===== src/rtl/matmul_loop_ctrl_pkg.sv =====
// matmul_loop_ctrl_pkg: shared state type and default index width for the matmul loop controller.
package matmul_loop_ctrl_pkg;
  localparam int DW_DEF = 8;
  typedef enum logic [2:0] {IDLE, INIT, MAC, WRITE, DONE} state_t;
endpackage


===== src/rtl/matmul_loop_ctrl_if.sv =====
// matmul_loop_ctrl_if: control/status bundle between the loop controller and its index counters.
// Optional stall input exists only when MMCTRL_STALL_EN is defined.
interface matmul_loop_ctrl_if import matmul_loop_ctrl_pkg::*; #(parameter int DW = DW_DEF);
  logic start;
  logic [DW-1:0] dimM, dimN, dimP;
  logic [DW-1:0] cntI, cntJ, cntK;
  logic enI, zeroI, enJ, zeroJ, enK, zeroK;
  logic macEn, accClr, wrEn, busy, done;
`ifdef MMCTRL_STALL_EN
  logic stall;
  modport master (output start, dimM, dimN, dimP, cntI, cntJ, cntK, stall,
                  input enI, zeroI, enJ, zeroJ, enK, zeroK, macEn, accClr, wrEn, busy, done);
  modport slave (input start, dimM, dimN, dimP, cntI, cntJ, cntK, stall,
                 output enI, zeroI, enJ, zeroJ, enK, zeroK, macEn, accClr, wrEn, busy, done);
`else
  modport master (output start, dimM, dimN, dimP, cntI, cntJ, cntK,
                  input enI, zeroI, enJ, zeroJ, enK, zeroK, macEn, accClr, wrEn, busy, done);
  modport slave (input start, dimM, dimN, dimP, cntI, cntJ, cntK,
                 output enI, zeroI, enJ, zeroJ, enK, zeroK, macEn, accClr, wrEn, busy, done);
`endif
endinterface


===== src/rtl/matmul_loop_ctrl_mm_last_cmp.sv =====
// mm_last_cmp: flags the final iteration of one loop (count == dim-1, wrapping in DW bits).
module mm_last_cmp import matmul_loop_ctrl_pkg::*; #(parameter int DW = DW_DEF) (
  input  logic [DW-1:0] cnt,
  input  logic [DW-1:0] dim,
  output logic          last
);
  assign last = cnt == (dim - DW'(1));
endmodule


===== src/rtl/matmul_loop_ctrl.sv =====
// matmul_loop_ctrl: i/j/k loop sequencer for C = A*B driving external index counters.
// Define MMCTRL_STALL_EN to add a stall input that freezes the sequencer.
module matmul_loop_ctrl import matmul_loop_ctrl_pkg::*; #(parameter int DW = DW_DEF) (
  input logic clk,
  input logic rstN,
  matmul_loop_ctrl_if.slave bus
);
  state_t state;
  logic [DW-1:0] m, n, p;
  logic last_i, last_j, last_k, run, zero_dim, wr, init;
  mm_last_cmp #(.DW(DW)) u_cmp_i (.cnt(bus.cntI), .dim(m), .last(last_i));
  mm_last_cmp #(.DW(DW)) u_cmp_j (.cnt(bus.cntJ), .dim(n), .last(last_j));
  mm_last_cmp #(.DW(DW)) u_cmp_k (.cnt(bus.cntK), .dim(p), .last(last_k));
`ifdef MMCTRL_STALL_EN
  assign run = !bus.stall;
`else
  assign run = 1'b1;
`endif
  assign zero_dim = (bus.dimM == '0) || (bus.dimN == '0) || (bus.dimP == '0);
  always_ff @(posedge clk or negedge rstN)
    if (!rstN) begin
      state <= IDLE;
      m <= '0;
      n <= '0;
      p <= '0;
    end else if (run) begin
      case (state)
        IDLE:
          if (bus.start) begin
            m <= bus.dimM;
            n <= bus.dimN;
            p <= bus.dimP;
            state <= zero_dim ? DONE : INIT;
          end
        INIT:    state <= MAC;
        MAC:     state <= last_k ? WRITE : MAC;
        WRITE:   state <= (last_j && last_i) ? DONE : MAC;
        DONE:    state <= IDLE;
        default: state <= IDLE;
      endcase
    end
  // Strobes decode from state and counter values only; stall masks every strobe but busy.
  assign init       = run && state == INIT;
  assign wr         = run && state == WRITE;
  assign bus.macEn  = run && state == MAC;
  assign bus.enK    = bus.macEn;
  assign bus.zeroK  = init || wr;
  assign bus.accClr = init || wr;
  assign bus.wrEn   = wr;
  assign bus.enJ    = wr && !last_j;
  assign bus.zeroJ  = init || (wr && last_j);
  assign bus.enI    = wr && last_j && !last_i;
  assign bus.zeroI  = init || (wr && last_j && last_i);
  assign bus.done   = run && state == DONE;
  assign bus.busy   = state != IDLE;
endmodule

===== src/flat_wrapper.sv =====
// flat-port wrapper written by rule: the top's interface ports become plain ports
module matmul_loop_ctrl_flat import matmul_loop_ctrl_pkg::*;
#(parameter int DW = DW_DEF)
  (clk, rstN, bus_start, bus_dimM, bus_dimN, bus_dimP, bus_cntI, bus_cntJ, bus_cntK, bus_enI, bus_zeroI, bus_enJ, bus_zeroJ, bus_enK, bus_zeroK, bus_macEn, bus_accClr, bus_wrEn, bus_busy, bus_done);
  matmul_loop_ctrl_if #(.DW(DW)) bus_i ();
  input logic clk;
  input logic rstN;
  input wire logic [$bits(bus_i.start)-1:0] bus_start;
  input wire logic [$bits(bus_i.dimM)-1:0] bus_dimM;
  input wire logic [$bits(bus_i.dimN)-1:0] bus_dimN;
  input wire logic [$bits(bus_i.dimP)-1:0] bus_dimP;
  input wire logic [$bits(bus_i.cntI)-1:0] bus_cntI;
  input wire logic [$bits(bus_i.cntJ)-1:0] bus_cntJ;
  input wire logic [$bits(bus_i.cntK)-1:0] bus_cntK;
  output wire logic [$bits(bus_i.enI)-1:0] bus_enI;
  output wire logic [$bits(bus_i.zeroI)-1:0] bus_zeroI;
  output wire logic [$bits(bus_i.enJ)-1:0] bus_enJ;
  output wire logic [$bits(bus_i.zeroJ)-1:0] bus_zeroJ;
  output wire logic [$bits(bus_i.enK)-1:0] bus_enK;
  output wire logic [$bits(bus_i.zeroK)-1:0] bus_zeroK;
  output wire logic [$bits(bus_i.macEn)-1:0] bus_macEn;
  output wire logic [$bits(bus_i.accClr)-1:0] bus_accClr;
  output wire logic [$bits(bus_i.wrEn)-1:0] bus_wrEn;
  output wire logic [$bits(bus_i.busy)-1:0] bus_busy;
  output wire logic [$bits(bus_i.done)-1:0] bus_done;
  assign bus_i.start = bus_start;
  assign bus_i.dimM = bus_dimM;
  assign bus_i.dimN = bus_dimN;
  assign bus_i.dimP = bus_dimP;
  assign bus_i.cntI = bus_cntI;
  assign bus_i.cntJ = bus_cntJ;
  assign bus_i.cntK = bus_cntK;
  assign bus_enI = bus_i.enI;
  assign bus_zeroI = bus_i.zeroI;
  assign bus_enJ = bus_i.enJ;
  assign bus_zeroJ = bus_i.zeroJ;
  assign bus_enK = bus_i.enK;
  assign bus_zeroK = bus_i.zeroK;
  assign bus_macEn = bus_i.macEn;
  assign bus_accClr = bus_i.accClr;
  assign bus_wrEn = bus_i.wrEn;
  assign bus_busy = bus_i.busy;
  assign bus_done = bus_i.done;
  matmul_loop_ctrl #(.DW(DW)) u_core (.clk(clk), .rstN(rstN), .bus(bus_i));
endmodule

===== config.mk =====
export PLATFORM = sky130hd
export DESIGN_NAME = matmul_loop_ctrl_flat
export DESIGN_NICKNAME = d
export VERILOG_FILES = /design/src/rtl/matmul_loop_ctrl_pkg.sv /design/src/rtl/matmul_loop_ctrl_if.sv /design/src/rtl/matmul_loop_ctrl_mm_last_cmp.sv /design/src/rtl/matmul_loop_ctrl.sv /design/src/flat_wrapper.sv
export SDC_FILE = /design/constraint.sdc
export NUM_CORES = 1
export LEC_CHECK = 0
export BUFFER_PORTS_ARGS = -buffer_cell sky130_fd_sc_hd__buf_2
export CAP_MARGIN = 20
export CORE_MARGIN = 1.5
export CORE_UTILIZATION = 45
export CTS_BUF_LIST = sky130_fd_sc_hd__clkbuf_8
export DETAILED_ROUTE_END_ITERATION = 7
export PLACE_DENSITY = 0.73
export SLEW_MARGIN = 20
export SYNTH_ARGS = -nofsm -noshare
export SYNTH_HDL_FRONTEND = slang
export SYNTH_SLANG_ARGS = --single-unit

===== constraint.sdc =====
create_clock -name clk -period 2.8 [get_ports clk]
set_clock_uncertainty 0.05 [all_clocks]
set_input_delay 0 -clock clk [delete_from_list [all_inputs] [get_ports clk]]
set_output_delay 0 -clock clk [all_outputs]
set_load 0.01 [all_outputs]

==> metrics.txt <==
Setup crit start=u_core.n[2]$_DFFE_PN0P_; Post-Syn Area=0.001858 mm²; Critical Path AT=2.62 ns; GR Overflow Total=0; CTS Sinks=27; number of synthesized flops with an enable pin=0; Util after Layout=65.34%; Routed Antenna Nets=0; sequential fraction of the synthesis area=36.36%; async set-reset flop share out of synthesis=100.0%; Die X=67.26 µm; die height=67.26 µm; final setup fails=0; drt first pass iters=4; vias in the first global route=1646; CTS Buffer Depth=2; # rows=23; wire length per cell=about 13 µm; port bufs=61; Synthesized Nets=251; Ys Warns=0; Clock Latency Late Sink=between 0.2 and 0.3 ns; Tightest Pin Transition=slightly above 0.6 ns; launch point of the worst reg-to-reg path=u_core.n[2]$_DFFE_PN0P_; max-cap violation count=0; CP Launch Type=register; CTS buffer count=3; cell taking the most area after synthesis=dfrtp_1; Critical Path End=bus_zeroI; Worst EP required=between 2 and 3 ns; via/cell ratio=5.252; RSZ-0062 raised after global routing=false; layout cell share with drive strength beyond 1=35.74%; Max VDD drop=~0.00042 V; status=finished clean; initial core utilization=46.79%; Fin. Hold Viols=0; fillers=341; Min-Delay Path Class=input pin to register; cell count after synthesis=197; initial antenna violation count=0; global-route wire length before repair=7320 µm; Yosys top cell area share=36.36%; post-detail-place hpwl=3220 µm; total power=2119 µW; Die Area=0.004523 mm²; largest net degree at the start of global routing=28; Tcrit/Tclk final=95.20%; Clk pwr share=roughly a tenth; Total GRT Usage=a little over a fifth; Switching Share=39.63%; Relative slew margins=59.43%; critical path endpoint category=output pin; Final min period=2.666 ns; P_sw=~840 µW; reg2reg end=u_core.state[1]$_DFFE_PN0P_; Int Pwr=between 1000 and 1500 µW; max-slew violation count=0; post-synthesis cell type count=44; depth of the most critical reg-to-reg path=7; sequential cell fraction of total power=between 30% and 40%; synthesized flop and latch total=27; pwr dens=816.4 mW/mm²; ys flop type=dfrtp_1; clk slew on worst S/H paths=around 0.09 ns; routed vias=1791; critical path type=register to output pin; DRT Wirelength=roughly 4600 µm; CTS Root Cell=clkbuf_8; placer congestion estimate=0.8453; Pleak=around 0.0012 µW; I/O pin count=62; TritonCTS clock tree=built; Avg Inst Size Synth=9.432 µm²; worst-path maximum fanout=4; setup TNS=0 ns; nets=346; R2R Setup Slk=around 0.25 ns; core area=a little under 0.004 mm²; H-Tree Depth=1; # DRC=0; Comb power frac=between 50% and 60%; DR iter-0 viols=between 90 and 100; Layout area overhead=39.66%; top post-synthesis cells by area=dfrtp_1 (36%), mux2_2 (11%), xnor2_1 (6.1%); Fmax achieved=between 300 and 400 MHz; Ant. Diodes=0
## cell usage after synthesis (all sizes together) (3+ instances only)
cell type and number:
dfrtp 27, mux2 18, nand2 15, xnor2 13
xor2 13, inv 12, nor4 12, nor2 11
a21oi 8, o21ai 8, nor3 6, nand2b 5
clkbuf 4, nand3 4, and2 3, ha 3
## routing by layer
layer	routed length (µm)	vias up	GRT usage, %	part of all wire [%]
met2	2314	43	35.89	51
met4	52	0	6.122	1.1
li1	-	897	-	-
met5	0	-	0	0
met1	2028	845	28.30	45
met3	155	6	2.667	3.4
## repair_timing
item / CTS / global route
hold buffers: 26 / 0
endpoints found under the setup margin: 1 / 3
buffers inserted: 5 / 1
pin swaps: 1 / 4
cloned: 0 / 0
resized for setup: 4 / 2
hold endpoints to repair: 52 / 0
## stage by stage
stage	std cells	setup slack [ns]	hold slack, ns	instance area, µm²
5_1_grt	341	0.02176	0.06847	2595
2_1_floorplan	197	0.3534	-0.3456	1858
4_1_cts	340	0.009911	0.03787	2572
3_3_place_gp	305	0.3057	-0.01130	2221
3_5_place_dp	305	0.2314	-0.01011	2221
6_report	341	0.1344	0.04527	2595
## critical path, cell delays in order, from the launching register on
cell and delay, ns:
dfrtp_2 0.41, or3_4 0.39, o31a_1 0.30, or4_1 0.40, a2111o_1 0.43, nand2b_4 0.17, a21oi_2 0.12, buf_2 0.13
## area by class of cell
type	count	area [µm²]	share of cell area [%]
tap	50	62.56	2.411
sequential	27	678.2	26.13
timing repair buffer	96	633.1	24.40
multi-input combinational	152	1131	43.59
clock buffer	3	41.29	1.591
inverter	12	45.04	1.736
clock inverter	1	3.754	0.1446
## worst min path at each step
| stage | startpoint | end | slack [ns] | cells after the start |
|---|---|---|---|---|
| after global routing | bus_cntK[3] | u_core.state[0]$_DFFE_PN0P_ | 0.07 | 4 |
| final | bus_cntK[3] | u_core.state[0]$_DFFE_PN0P_ | 0.05 | 4 |
| after global placement | rstN | u_core.n[3]$_DFFE_PN0P_ | -0.01 | 1 |
| after floorplan | rstN | u_core.m[0]$_DFFE_PN0P_ | -0.35 | 0 |
| after detailed placement | rstN | u_core.n[3]$_DFFE_PN0P_ | -0.01 | 1 |
| after CTS | bus_cntK[3] | u_core.state[0]$_DFFE_PN0P_ | 0.04 | 4 |
## state kept, by name (all words and copies together) (netlist names)
register,cells
u_core.state,3
u_core.p,8
u_core.n,8
u_core.m,8
## kinds of logic after synthesis
| kind of cell | count (synthesis) | share of synthesized area (%) |
|---|---|---|
| compound gates | 34 | 12.73 |
| xor+xnor | 26 | 12.26 |
| fa+ha+maj | 3 | 2.020 |
| buf+inv | 18 | 4.040 |
| flops | 27 | 36.36 |
| mux | 19 | 11.45 |
| simple gates | 70 | 21.14 |
## cells in the final DEF (no fill, tap or decap), types with 2 or more instances in the layout
cell type	count
a2111o_1	2
nor2_1	10
buf_4	9
o211ai_1	2
inv_1	13
dlygate4sd3_1	26
dfrtp_2	2
a21oi_1	7
and2_1	2
dfrtp_1	25
nor4_1	12
ha_1	2
clkbuf_8	3
nor4bb_1	2
or4_1	2
nand3b_1	2
and3_2	2
nand2b_1	4
o31a_1	2
nand2_1	15
nor3_1	5
nand3_1	4
nand4_1	2
buf_2	61
xnor2_1	13
xor2_1	13
o21ai_0	8
mux2_2	18
## power by group through the flow
| stage | clock network, µW | logic [µW] | registers (µW) |
|---|---|---|---|
| 2_1_floorplan | 0 | 811 | 742 |
| 3_5_place_dp | 0 | 983 | 815 |
| 4_1_cts | 221 | 1100 | 777 |
| 5_1_grt | 236 | 1270 | 814 |
| 3_3_place_gp | 0 | 968 | 803 |
| 6_report | 211 | 1120 | 785 |
(Power assumes the default switching activity.)
